### src/rtl/dmem_arbiter_if.sv
// Bus bundle between the data-memory arbiter, its two requesters (CPU, DMA)
// and the shared data memory.
interface dmem_arbiter_if #(
  parameter int ADDR_W = 64,
  parameter int DATA_W = 64
);
  logic              cpu_req;
  logic              cpu_we;
  logic [ADDR_W-1:0] cpu_addr;
  logic [DATA_W-1:0] cpu_wdata;
  logic [3:0]        cpu_size;
  logic              cpu_stall;
  logic              cpu_done;
  logic [DATA_W-1:0] cpu_rdata;

  logic              dma_req;
  logic              dma_we;
  logic [ADDR_W-1:0] dma_addr;
  logic [DATA_W-1:0] dma_wdata;
  logic [3:0]        dma_size;
  logic              dma_gnt;
  logic              dma_done;
  logic [DATA_W-1:0] dma_rdata;

  logic [ADDR_W-1:0] mem_addr;
  logic [DATA_W-1:0] mem_wdata;
  logic [3:0]        mem_size;
  logic              mem_we;
  logic              mem_re;
  logic [DATA_W-1:0] mem_rdata;

  modport slave (
    input  cpu_req, cpu_we, cpu_addr, cpu_wdata, cpu_size,
    output cpu_stall, cpu_done, cpu_rdata,
    input  dma_req, dma_we, dma_addr, dma_wdata, dma_size,
    output dma_gnt, dma_done, dma_rdata,
    output mem_addr, mem_wdata, mem_size, mem_we, mem_re,
    input  mem_rdata
  );

  modport master (
    output cpu_req, cpu_we, cpu_addr, cpu_wdata, cpu_size,
    input  cpu_stall, cpu_done, cpu_rdata,
    output dma_req, dma_we, dma_addr, dma_wdata, dma_size,
    input  dma_gnt, dma_done, dma_rdata,
    input  mem_addr, mem_wdata, mem_size, mem_we, mem_re,
    output mem_rdata
  );
endinterface

### src/rtl/dmem_arbiter.sv
// Shares one data memory between the CPU and a DMA/debug port: CPU has fixed
// priority, DMA is forced in after STARVE_LIM consecutive CPU grants.
module dmem_arbiter #(
  parameter int ADDR_W     = 64,
  parameter int DATA_W     = 64,
  parameter int MEM_LAT    = 1,
  parameter int STARVE_LIM = 4
) (
  input logic         clk,
  input logic         reset,
  dmem_arbiter_if.slave bus
);
  localparam int LAT_W = (MEM_LAT > 1) ? $clog2(MEM_LAT) : 1;
  localparam int ST_W  = (STARVE_LIM > 0) ? $clog2(STARVE_LIM + 1) : 1;
  localparam logic [LAT_W-1:0] LAT_INIT = LAT_W'(MEM_LAT - 1);
  localparam logic [ST_W-1:0]  ST_LIM   = ST_W'(STARVE_LIM);

  typedef enum logic [1:0] {IDLE, CPU_ACC, DMA_ACC} state_t;

  state_t            state;
  logic [LAT_W-1:0]  lat_cnt;
  logic [ST_W-1:0]   starve_cnt;
  logic              lat_we;
  logic [ADDR_W-1:0] lat_addr;
  logic [DATA_W-1:0] lat_wdata;
  logic [3:0]        lat_size;

  logic starved;
  logic grant_dma;
  logic grant_cpu;
  logic last;
  logic in_acc;

  assign starved   = (starve_cnt == ST_LIM);
  assign grant_dma = bus.dma_req & (~bus.cpu_req | starved);
  assign grant_cpu = bus.cpu_req & ~grant_dma;
  assign last      = (lat_cnt == '0);
  assign in_acc    = (state != IDLE);

  // A CPU grant with DMA waiting can only happen below the limit, so the
  // increment saturates at STARVE_LIM without an explicit clamp.
  always_ff @(posedge clk) begin
    if (!reset) begin
      state      <= IDLE;
      lat_cnt    <= '0;
      starve_cnt <= '0;
      lat_we     <= 1'b0;
      lat_addr   <= '0;
      lat_wdata  <= '0;
      lat_size   <= '0;
    end else begin
      case (state)
        IDLE: begin
          if (grant_dma) begin
            state      <= DMA_ACC;
            lat_cnt    <= LAT_INIT;
            starve_cnt <= '0;
            lat_we     <= bus.dma_we;
            lat_addr   <= bus.dma_addr;
            lat_wdata  <= bus.dma_wdata;
            lat_size   <= bus.dma_size;
          end else if (grant_cpu) begin
            state      <= CPU_ACC;
            lat_cnt    <= LAT_INIT;
            starve_cnt <= bus.dma_req ? starve_cnt + ST_W'(1) : '0;
            lat_we     <= bus.cpu_we;
            lat_addr   <= bus.cpu_addr;
            lat_wdata  <= bus.cpu_wdata;
            lat_size   <= bus.cpu_size;
          end else begin
            starve_cnt <= '0;
          end
        end
        CPU_ACC, DMA_ACC: begin
          if (last) begin
            state <= IDLE;
          end else begin
            lat_cnt <= lat_cnt - LAT_W'(1);
          end
        end
        default: state <= IDLE;
      endcase
    end
  end

  assign bus.mem_addr  = lat_addr;
  assign bus.mem_wdata = lat_wdata;
  assign bus.mem_size  = lat_size;
  assign bus.mem_we    = in_acc & lat_we;
  assign bus.mem_re    = in_acc & ~lat_we;

  assign bus.dma_gnt   = (state == DMA_ACC);
  assign bus.cpu_done  = (state == CPU_ACC) & last;
  assign bus.dma_done  = (state == DMA_ACC) & last;
  assign bus.cpu_rdata = bus.cpu_done ? bus.mem_rdata : '0;
  assign bus.dma_rdata = bus.dma_done ? bus.mem_rdata : '0;
  assign bus.cpu_stall = bus.cpu_req & ~bus.cpu_done;
endmodule

### src/flat_wrapper.sv
// flat-port wrapper written by rule: the top's interface ports become plain ports
module dmem_arbiter_flat 
#(
  parameter int ADDR_W     = 64,
  parameter int DATA_W     = 64,
  parameter int MEM_LAT    = 1,
  parameter int STARVE_LIM = 4
)
  (clk, reset, bus_cpu_req, bus_cpu_we, bus_cpu_addr, bus_cpu_wdata, bus_cpu_size, bus_cpu_stall, bus_cpu_done, bus_cpu_rdata, bus_dma_req, bus_dma_we, bus_dma_addr, bus_dma_wdata, bus_dma_size, bus_dma_gnt, bus_dma_done, bus_dma_rdata, bus_mem_addr, bus_mem_wdata, bus_mem_size, bus_mem_we, bus_mem_re, bus_mem_rdata);
  dmem_arbiter_if #(.ADDR_W(ADDR_W), .DATA_W(DATA_W)) bus_i ();
  input logic clk;
  input logic reset;
  input wire logic [$bits(bus_i.cpu_req)-1:0] bus_cpu_req;
  input wire logic [$bits(bus_i.cpu_we)-1:0] bus_cpu_we;
  input wire logic [$bits(bus_i.cpu_addr)-1:0] bus_cpu_addr;
  input wire logic [$bits(bus_i.cpu_wdata)-1:0] bus_cpu_wdata;
  input wire logic [$bits(bus_i.cpu_size)-1:0] bus_cpu_size;
  output wire logic [$bits(bus_i.cpu_stall)-1:0] bus_cpu_stall;
  output wire logic [$bits(bus_i.cpu_done)-1:0] bus_cpu_done;
  output wire logic [$bits(bus_i.cpu_rdata)-1:0] bus_cpu_rdata;
  input wire logic [$bits(bus_i.dma_req)-1:0] bus_dma_req;
  input wire logic [$bits(bus_i.dma_we)-1:0] bus_dma_we;
  input wire logic [$bits(bus_i.dma_addr)-1:0] bus_dma_addr;
  input wire logic [$bits(bus_i.dma_wdata)-1:0] bus_dma_wdata;
  input wire logic [$bits(bus_i.dma_size)-1:0] bus_dma_size;
  output wire logic [$bits(bus_i.dma_gnt)-1:0] bus_dma_gnt;
  output wire logic [$bits(bus_i.dma_done)-1:0] bus_dma_done;
  output wire logic [$bits(bus_i.dma_rdata)-1:0] bus_dma_rdata;
  output wire logic [$bits(bus_i.mem_addr)-1:0] bus_mem_addr;
  output wire logic [$bits(bus_i.mem_wdata)-1:0] bus_mem_wdata;
  output wire logic [$bits(bus_i.mem_size)-1:0] bus_mem_size;
  output wire logic [$bits(bus_i.mem_we)-1:0] bus_mem_we;
  output wire logic [$bits(bus_i.mem_re)-1:0] bus_mem_re;
  input wire logic [$bits(bus_i.mem_rdata)-1:0] bus_mem_rdata;
  assign bus_i.cpu_req = bus_cpu_req;
  assign bus_i.cpu_we = bus_cpu_we;
  assign bus_i.cpu_addr = bus_cpu_addr;
  assign bus_i.cpu_wdata = bus_cpu_wdata;
  assign bus_i.cpu_size = bus_cpu_size;
  assign bus_cpu_stall = bus_i.cpu_stall;
  assign bus_cpu_done = bus_i.cpu_done;
  assign bus_cpu_rdata = bus_i.cpu_rdata;
  assign bus_i.dma_req = bus_dma_req;
  assign bus_i.dma_we = bus_dma_we;
  assign bus_i.dma_addr = bus_dma_addr;
  assign bus_i.dma_wdata = bus_dma_wdata;
  assign bus_i.dma_size = bus_dma_size;
  assign bus_dma_gnt = bus_i.dma_gnt;
  assign bus_dma_done = bus_i.dma_done;
  assign bus_dma_rdata = bus_i.dma_rdata;
  assign bus_mem_addr = bus_i.mem_addr;
  assign bus_mem_wdata = bus_i.mem_wdata;
  assign bus_mem_size = bus_i.mem_size;
  assign bus_mem_we = bus_i.mem_we;
  assign bus_mem_re = bus_i.mem_re;
  assign bus_i.mem_rdata = bus_mem_rdata;
  dmem_arbiter #(.ADDR_W(ADDR_W), .DATA_W(DATA_W), .MEM_LAT(MEM_LAT), .STARVE_LIM(STARVE_LIM)) u_core (.clk(clk), .reset(reset), .bus(bus_i));
endmodule
### config.mk
export PLATFORM = sky130hd
export DESIGN_NAME = dmem_arbiter_flat
export DESIGN_NICKNAME = d
export VERILOG_FILES = /design/src/rtl/dmem_arbiter_if.sv /design/src/rtl/dmem_arbiter.sv /design/src/flat_wrapper.sv
export SDC_FILE = /design/constraint.sdc
export NUM_CORES = 1
export LEC_CHECK = 0
export BUFFER_PORTS_ARGS = -buffer_cell sky130_fd_sc_hd__buf_4
export CORE_AREA = 2 2 233 235
export DETAILED_ROUTE_END_ITERATION = 12
export DIE_AREA = 0 0 235 237
export GPL_TIMING_DRIVEN = 0
export HOLD_SLACK_MARGIN = 0.08
export PLACE_DENSITY = 0.38
export SLEW_MARGIN = 5
export SYNTH_ARGS = -nofsm -noshare
export SYNTH_HDL_FRONTEND = slang
export SYNTH_SLANG_ARGS = --single-unit
### constraint.sdc
create_clock -name clk -period 2.3 [get_ports clk]
set_input_delay 0.23 -clock clk [delete_from_list [all_inputs] [get_ports clk]]
set_output_delay 0.23 -clock clk [all_outputs]
set_load 0.01 [all_outputs]
==> reports/metrics.csv, run 1 <==
metric;value;unit
status;finished clean;
io_pins;600;
min_period;2140;ps
fillers;5857;
ctsHoldBuffers;0;
die_h;237;um
avgSynthCellArea;9.91;sq um
setup_viol;0;
syn_inst;828;
port_buffers;597;
ff_latch_area;2760;sq um
startpoint_type;flop;
cp.required;2690;ps
drive_gt1_share;49.0;%
clk_pin_slew;70;ps
drv_cap;0;
tightest_slew;1150;ps
yosysUniqueCellTypes;27;
dp_slack;-260;ps
cts_tree;done;
power.leakage;6.26;nW
layout.nets;1779;
syn_nets;1164;
first_global_vias;10209;
area_growth;72.8;%
drt_iter0_drc;402;
path_class;flop to flop;
worstPathArrival;2530;ps
dp.cells;2121;
layout_setup_ws;159;ps
yosysWarnings;0;
vias;10005;
synth.largest_area_cell;dfxtp_1;
synth_edf_count;0;
mostFrequentLayoutCells;599 x buf_4, 137 x dfxtp_1, 133 x a311o_1, 133 x a21boi_0, 129 x and2_1;
p_per_area;567;nW/um^2
hold_path_class;primary input to flop;
hpwl;43.8;mm
wl_per_cell;25.3;um
ant_nets;0;
viasPerCell;4.63;
finalSetupTns;0;ps
synth_area_leaders;dfxtp_1 34%, a311o_1 16%, o221a_1 14%;
crit_path_max_incr_delay;360;ps
max_freq;0.467;GHz
synthFlopType;dfxtp_1;
grt-ovfl-total;0;
rsz0062_at_grt;no;
crit_chain;inv_1, ha_1, a21bo_1, buf_2, buf_2, clkbuf_2, a21boi_0, o221a_1;
multi_input_area;4810;sq um
place_congestion;0.835;
drt-pass1-iter-count;5;
cts-htree-levels;4;
start_util;15.4;%
cp_max_fo;10;
drc;0;
grt_pass1_wl;75.9;mm
root_buffer;clkbuf_16;
crit_top_cell;buf_2;
cts_sinks;138;
report.final.slew_viol_count;0;
cts-buffers-inserted;17;
post_cts_buffers;0;
fin_worst_skew;13.2;ps
row_count;85;
final_common_cell;buf_4;
synth-seq-cells;138;
netlist_area;8200;sq um
grt_max_degree;20;
end_kind;flop;
totalPowerFinal;8.03;mW
core_area;53300;sq um
grt_use_total;18.7;%
timing.final.crit_share;93.1;%
ys_seq_area_share;33.7;%
critPathSlowestCell;a21boi_0;
clockBufferDepth;2;
layout.cells.non_filler;2160;
synth_top_area_share;33.7;%
post-route-util;26.6;%
antenna_found_initial;18;
relSlewSlack;23.1;%
die-area;55700;sq um
wl;54.5;mm
die_x;235;um
hold_viol_final;0;
ir_drop;431;uV
async_flop_share;0;%
insertion_delay;450;ps
==> report_power, final <==
| group | internal, mW | leakage, nW | total, mW | switching (mW) |
|---|---|---|---|---|
| clock | 1.56 | 0.258 | 2.76 | 1.20 |
| combinational | 1.29 | 4.85 | 2.48 | 1.19 |
| sequential | 2.64 | 1.15 | 2.79 | 0.154 |
| total | 5.49 | 6.26 | 8.03 | 2.54 |
==> per-layer routing <==
layer	global-route usage [%]	up-vias	wire, um
li1	-	4566	-
met1	20.1	4946	20200
met2	35.1	435	29500
met3	4.01	54	3240
met4	7.96	4	1500
met5	0	-	26
==> cell usage after synthesis (2+ instances only) <==
library cell	instances
nor2b_1	3
a311o_1	133
nor4bb_1	2
o221a_2	33
nor2_1	4
clkbuf_1	97
dfxtp_1	138
a21oi_1	2
inv_1	3
buf_2	22
a21boi_0	133
ha_1	2
buf_6	13
and2_1	129
o221a_1	100
nand2_1	3
==> cell families after synthesis <==
kind of cell	share of synthesized area [%]
DFF	33.7
AOI/OAI and AO/OA	47.1
adders and majority gates	0.305
buffers and inverters	7.84
and+or+nand+nor	11.1
==> per-stage QoR <==
stage	hold WS (ps)	cell area [sq um]
floorplan	401	8200
global placement	470	13600
detailed placement	466	13600
CTS	83.9	14100
global route	98.2	14200
finish	122	14200
==> state kept, by name, summed over array words and instances (netlist names) <==
name,count
u_core.bus.mem_addr,64
u_core.lat_we,1
u_core.bus.mem_wdata,64
u_core.state,2
u_core.starve_cnt,3
u_core.bus.mem_size,4
==> area by class of cell <==
| type | count | area share [%] |
|---|---|---|
| Multi-Input combinational cell | 553 | 33.9 |
| Timing Repair Buffer | 597 | 31.6 |
| Sequential cell | 138 | 19.5 |
| Tap cell | 696 | 6.15 |
| Buffer | 133 | 4.66 |
| Clock buffer | 24 | 3.40 |
| Clock inverter | 6 | 0.468 |
| Antenna cell | 10 | 0.177 |
| Inverter | 3 | 0.0795 |
==> worst max-delay path: cells and delay by family, from the launching register on <==
kind | cells | cell delay (ps)
flops | 1 | 350
fa+ha+maj | 1 | 220
buf+inv | 4 | 730
compound gates | 3 | 800
==> timing repair <==
action / 4_1_cts / 5_1_grt
gates cloned: 0 / 0
gates resized for setup: 15 / 19
setup endpoints to repair: 96 / 70
hold endpoints to repair: 0 / 0
==> path summary, 6_finish.rpt <==
kind	from	to	slack, ps	cells past startpoint
worst min register to register	u_core.starve_cnt[0]$_SDFFE_PN0N_	u_core.starve_cnt[0]$_SDFFE_PN0N_	480	2
worst min-delay path	bus_cpu_req	u_core.state[0]$_SDFFE_PN0P_	120	2
worst max-delay path	u_core.starve_cnt[0]$_SDFFE_PN0N_	u_core.bus.mem_addr[57]$_SDFFE_PN0P_	160	8
worst max register to register	u_core.starve_cnt[0]$_SDFFE_PN0N_	u_core.bus.mem_addr[57]$_SDFFE_PN0P_	160	8
Power figures use the tool's default switching activity.
==> run 2: changes to the inputs <==
--- a/config.mk
+++ b/config.mk
@@ -6,12 +6,14 @@
 export NUM_CORES = 1
 export LEC_CHECK = 0
 export BUFFER_PORTS_ARGS = -buffer_cell sky130_fd_sc_hd__buf_4
+export CELL_PAD_IN_SITES_DETAIL_PLACEMENT = 0
+export CELL_PAD_IN_SITES_GLOBAL_PLACEMENT = 1
 export CORE_AREA = 2 2 233 235
 export DETAILED_ROUTE_END_ITERATION = 12
 export DIE_AREA = 0 0 235 237
 export GPL_TIMING_DRIVEN = 0
 export HOLD_SLACK_MARGIN = 0.08
-export PLACE_DENSITY = 0.38
+export PLACE_DENSITY = 0.49
 export SLEW_MARGIN = 5
 export SYNTH_ARGS = -nofsm -noshare
 export SYNTH_HDL_FRONTEND = slang
==> run 2 against run 1 <==
  * Power grew 6.4%
  * Maximum frequency down 2.7%
  * Global-route usage rose by 0.45 points
  * Largest cell class unchanged
  * First-iteration DRC count rose by 6.5%
  * Combinational power about the same
  * Die area stayed put
  * Setup slack got worse by 60 ps
  * Clock power increased by 19%
  * Cell area rose by 0.90%
  * Via count hardly changed
  * Register-to-register slack got worse by 30 ps
  * Critical path type is now flop to output port
  * Utilization increased by 0.24 points
==> reports/metrics.csv, run 2 (synthesis results as in run 1) <==
metric;value;unit;change
fin_worst_skew;9.11;ps;-4.07 ps
post-route-util;26.8;%;+0.24 points
ant_nets;0;;unchanged
hold_viol_final;0;;unchanged
grt_use_total;19.2;%;+0.45 points
end_kind;output port;;
drc;0;;unchanged
reg2reg_slack;130;ps;-30 ps
antenna_found_initial;22;;+4
cp.required;2070;ps;-620 ps
core_area;53300;sq um;unchanged
drt-pass1-iter-count;6;;+1
r2r_cells;7;;-1
cp_max_fo;10;;unchanged
max_freq;0.454;GHz;-2.7%
clk_pin_slew;70;ps;about the same
fin_area;14300;sq um;+0.90%
grt-ovfl-total;0;;unchanged
startpoint_type;flop;;
final_common_cell;buf_4;;
timing.rr.end;u_core.bus.mem_wdata[63]$_SDFFE_PN0P_;;
setup_viol;0;;unchanged
clockBufferDepth;2;;unchanged
min_period;2200;ps;+59.5 ps
fillers;5823;;-0.58%
wl_per_cell;25.6;um;+1.4%
root_buffer;clkbuf_16;;
grt_max_degree;20;;unchanged
cts-buffers-inserted;17;;unchanged
report.final.slew_viol_count;0;;unchanged
drv_cap;0;;unchanged
drt_iter0_drc;428;;+6.5%
row_count;85;;unchanged
worstPathArrival;1970;ps;-560 ps
wl;55.4;mm;+1.5%
die_h;237;um;unchanged
viasPerCell;4.63;;about the same
place_area;13600;sq um;unchanged
mostFrequentLayoutCells;598 x buf_4, 137 x dfxtp_1, 133 x a311o_1, 133 x a21boi_0, 129 x and2_1;;
status;finished clean;;
layout.nets;1780;;+0.056%
insertion_delay;460;ps;about the same
power.leakage;6.31;nW;+0.94%
hpwl;44.3;mm;+1.3%
relSlewSlack;18.6;%;-4.6 points
startpoint;u_core.state[0]$_SDFFE_PN0P_;;
cts_tree;done;;
timing.final.crit_share;95.7;%;+2.6 points
drive_gt1_share;49.1;%;+0.070 points
area_growth;74.3;%;
first_global_vias;10404;;+1.9%
port_buffers;597;;unchanged
post_cts_buffers;0;;unchanged
vias;10006;;+0.010%
die-area;55700;sq um;unchanged
start_util;15.4;%;unchanged
path_class;flop to output port;;
p_per_area;598;nW/um^2;+5.5%
cts_sinks;138;;unchanged
ir_drop;489;uV;+13%
rsz0062_at_grt;yes;;
place_congestion;0.899;;+7.6%
io_pins;600;;unchanged
cts-htree-levels;4;;unchanged
die_x;235;um;unchanged
crit_end;bus_cpu_rdata[60];;
hold_path_class;primary input to flop;;
timing.rr.start;u_core.starve_cnt[0]$_SDFFE_PN0N_;;
grt_pass1_wl;77.3;mm;+1.8%
tightest_slew;1220;ps;+68.4 ps
==> run 2: cell types whose count changed in the layout (fill, tap and decap cells not counted), sizes merged <==
cell,previous run,this run
clkinvlp,3,2
buf,633,636
clkbuf,121,115
inv,3,4
bufinv,1,5
dlygate4sd3,0,1
==> run 2: worst max-delay path, cell delays in order (launching register included) <==
cell and delay [ps]:
dfxtp_1 420, nor2b_2 220, clkbuf_4 220, clkbuf_4 220, and2_1 260, buf_4 160
==> run 2: where the power goes <==
part | switching, mW | leakage (nW) | internal [mW]
logic | 1.18 | 4.84 | 1.29
clock network | 1.24 | 0.322 | 2.04
registers | 0.157 | 1.15 | 2.64
==> run 2: final cells by class <==
| cell class | count | area (sq um) | share of cell area (%) |
|---|---|---|---|
| clock buffer | 21 | 480 | 3.36 |
| timing repair buffer | 598 | 4490 | 31.4 |
| clock inverter | 10 | 188 | 1.31 |
| antenna | 10 | 25.0 | 0.175 |
| tap | 696 | 871 | 6.09 |
| multi-input combinational | 553 | 4800 | 33.6 |
| sequential | 138 | 2760 | 19.3 |
| buffer | 133 | 663 | 4.64 |
| inverter | 3 | 11.3 | 0.0788 |
==> run 2: layer usage <==
metal  global-route usage [%]  share of wire [%]  vias up
met2                     36.0                 54      476
met1                     20.5                 37     4867
met3                     4.08                6.1       71
met4                     8.13                3.4        4
met5                        0              0.049        -
li1                         -                  -     4588
==> run 2: repair_timing <==
| item | in CTS | in global routing |
|---|---|---|
| resized for setup | 16 | 13 |
| endpoints found under the hold margin | 1 | 0 |
| hold buffers | 1 | 0 |
| gates cloned | 0 | 0 |
| setup endpoints to repair | 101 | 102 |
==> run 2: stage by stage <==
step,hold slack (ps),setup WS (ps),TNS [ps],power [mW],instances
after floorplan,401,473,0,3.91,828
after global placement,466,-200,-11440,5.33,2121
after detailed placement,470,-241,-16540,5.33,2121
after CTS,142,8.70,0,8.66,2152
after global routing,172,-62.2,-539,8.91,2159
final,179,99.6,0,8.55,2162
==> run 2: worst min-delay path by stage <==
stage | start | to | slack, ps | depth (start not counted)
2_1_floorplan | bus_cpu_req | u_core.state[0]$_SDFFE_PN0P_ | 400 | 1
3_5_place_dp | u_core.starve_cnt[0]$_SDFFE_PN0N_ | u_core.starve_cnt[0]$_SDFFE_PN0N_ | 470 | 2
5_1_grt | bus_dma_wdata[41] | u_core.bus.mem_wdata[41]$_SDFFE_PN0P_ | 170 | 3
6_report | bus_dma_wdata[2] | u_core.bus.mem_wdata[2]$_SDFFE_PN0P_ | 180 | 3
3_3_place_gp | u_core.starve_cnt[0]$_SDFFE_PN0N_ | u_core.starve_cnt[0]$_SDFFE_PN0N_ | 470 | 2
4_1_cts | bus_dma_wdata[5] | u_core.bus.mem_wdata[5]$_SDFFE_PN0P_ | 140 | 3
==> run 3: changes to the inputs <==
--- a/config.mk
+++ b/config.mk
@@ -14,6 +14,7 @@
 export GPL_TIMING_DRIVEN = 0
 export HOLD_SLACK_MARGIN = 0.08
 export PLACE_DENSITY = 0.49
+export RECOVER_POWER = 50
 export SLEW_MARGIN = 5
 export SYNTH_ARGS = -nofsm -noshare
 export SYNTH_HDL_FRONTEND = slang
==> run 3 against run 2 <==
  * Clock power barely moved
  * Maximum frequency fell by 1.9%
  * Non-clock buffer count did not move
  * Sequential cell count did not move
  * Setup slack got worse by 42 ps
  * Power fell by 2.3%
  * Via count rose by 0.27%
  * Cell area fell by 3.7%
  * Sequential power barely moved
  * Clock skew rose by 1.6 ps
  * Critical path depth did not move
  * Sequential share of layout area rose by 0.73 points
==> reports/metrics.csv, run 3 (synthesis results as in run 1) <==
metric;value;unit;change
startpoint_type;flop;;
crit_path_max_incr_delay;420;ps;about the same
timing.rr.end;u_core.bus.mem_wdata[63]$_SDFFE_PN0P_;;
cts_tree;done;;
core_area;53300;sq um;unchanged
worstPathArrival;2010;ps;+40 ps
drive_gt1_share;39.4;%;-9.8 points
cts-htree-levels;4;;unchanged
hpwl;44.3;mm;unchanged
cp.required;2070;ps;about the same
fin_worst_skew;10.7;ps;+1.60 ps
viasPerCell;4.64;;+0.32%
relSlewSlack;14.4;%;-4.2 points
antenna_found_initial;22;;unchanged
grt_max_degree;20;;unchanged
start_util;15.4;%;unchanged
dp.cells;2121;;unchanged
root_buffer;clkbuf_16;;
tightest_slew;1280;ps;+62.3 ps
p_per_area;606;nW/um^2;+1.4%
setup_viol;0;;unchanged
hold_viol_final;0;;unchanged
grt_use_total;19.2;%;unchanged
layout.cells.non_filler;2161;;-0.046%
grt_pass1_wl;77.3;mm;unchanged
power.leakage;5.75;nW;-9.0%
die_x;235;um;unchanged
final_common_cell;buf_4;;
insertion_delay;460;ps;about the same
cp_max_fo;10;;unchanged
grt-ovfl-total;0;;unchanged
max_freq;0.446;GHz;-1.9%
wl_per_cell;25.6;um;about the same
row_count;85;;unchanged
end_kind;output port;;
timing.final.crit_share;97.5;%;+1.8 points
io_pins;600;;unchanged
crit_top_cell;clkbuf_4;;
drt_iter0_drc;426;;-0.47%
port_buffers;597;;unchanged
crit_chain;nor2b_1, clkbuf_4, clkbuf_4, and2_1, buf_4;;
report.final.slew_viol_count;0;;unchanged
clk_pin_slew;70;ps;about the same
timing.rr.start;u_core.starve_cnt[0]$_SDFFE_PN0N_;;
critPathSlowestCell;dfxtp_1;;
path_class;flop to output port;;
drt-pass1-iter-count;5;;-1
drv_cap;0;;unchanged
status;finished clean;;
wl;55.4;mm;about the same
reg2reg_slack;130;ps;about the same
min_to;u_core.bus.mem_wdata[5]$_SDFFE_PN0P_;;
vias;10033;;+0.27%
cts-buffers-inserted;17;;unchanged
whs_path_depth;3;;unchanged
r2r_cells;7;;unchanged
holdCritStartpoint;bus_dma_wdata[5];;
first_global_vias;10404;;unchanged
ant_nets;0;;unchanged
min_period;2240;ps;+42.2 ps
rsz0062_at_grt;yes;;
hold_path_class;primary input to flop;;
layout.nets;1780;;unchanged
die-area;55700;sq um;unchanged
clockBufferDepth;2;;unchanged
place_congestion;0.899;;unchanged
mostFrequentLayoutCells;459 x buf_4, 220 x clkbuf_1, 138 x dfxtp_1, 133 x a311o_1, 133 x a21boi_0;;
post_cts_buffers;0;;unchanged
area_growth;67.9;%;
cts_sinks;138;;unchanged
finalSetupTns;0;ps;unchanged
drc;0;;unchanged
die_h;237;um;unchanged
ir_drop;490;uV;+0.20%
[run 3: metal layers]
layer / share of wire [%] / GRT usage (%) / vias up
met5: 0.049 / 0 / -
met4: 2.9 / 8.13 / 4
met3: 5.9 / 4.08 / 75
met2: 54 / 36.0 / 469
met1: 37 / 20.5 / 4907
li1: - / - / 4578
[run 3: stage by stage]
stage               hold slack [ps]  area (sq um)  total power [mW]  util, %  setup slack, ps
floorplan                       401          8200              3.91        -              473
CTS                             142         14300              8.66     26.8             8.70
global placement                466         13600              5.33     25.4             -200
detailed placement              470         13600              5.33     25.4             -241
finish                          175         13800              8.35     25.8             57.4
global route                    172         13800              8.71     25.8            -62.2
[run 3: cell type report]
class                      instances  area [sq um]
clock buffer                      21           480
fill                            5923         39500
buffer                           133           662
tap                              696           871
multi-input combinational        553          4800
timing repair buffer             598          3970
inverter                           3          11.3
sequential                       138          2760
antenna                            9          22.5
clock inverter                    10           188
[run 3: report_power, final]
part / internal [mW] / switching (mW) / total [mW]
clock: 2.04 / 1.24 / 3.28
sequential: 2.64 / 0.149 / 2.79
combinational: 1.10 / 1.18 / 2.28
[run 3: worst max-delay path, delay by kind of cell, from the launching register on]
family                 cells  cell delay [ps]
DFF                        1              420
buffers and inverters      3              630
and+or+nand+nor            2              510
[run 3: timing repair]
item / CTS / global route
hold endpoints to repair: 1 / 0
hold buffers: 1 / 0
endpoints found under the setup margin: 101 / 102
cloned: 0 / 0
resized for setup: 16 / 13
[run 3: how the worst max path moves through the flow]
stage	startpoint	to	slack, ps
after floorplan	u_core.starve_cnt[0]$_SDFFE_PN0N_	u_core.bus.mem_addr[0]$_SDFFE_PN0P_	470
after global placement	bus_dma_req	u_core.bus.mem_wdata[63]$_SDFFE_PN0P_	-200
after detailed placement	bus_dma_req	u_core.bus.mem_wdata[63]$_SDFFE_PN0P_	-240
after CTS	u_core.state[1]$_SDFFE_PN0P_	bus_dma_rdata[5]	9
after global routing	u_core.starve_cnt[0]$_SDFFE_PN0N_	u_core.bus.mem_addr[56]$_SDFFE_PN0P_	-60
final	u_core.state[0]$_SDFFE_PN0P_	bus_cpu_rdata[60]	60
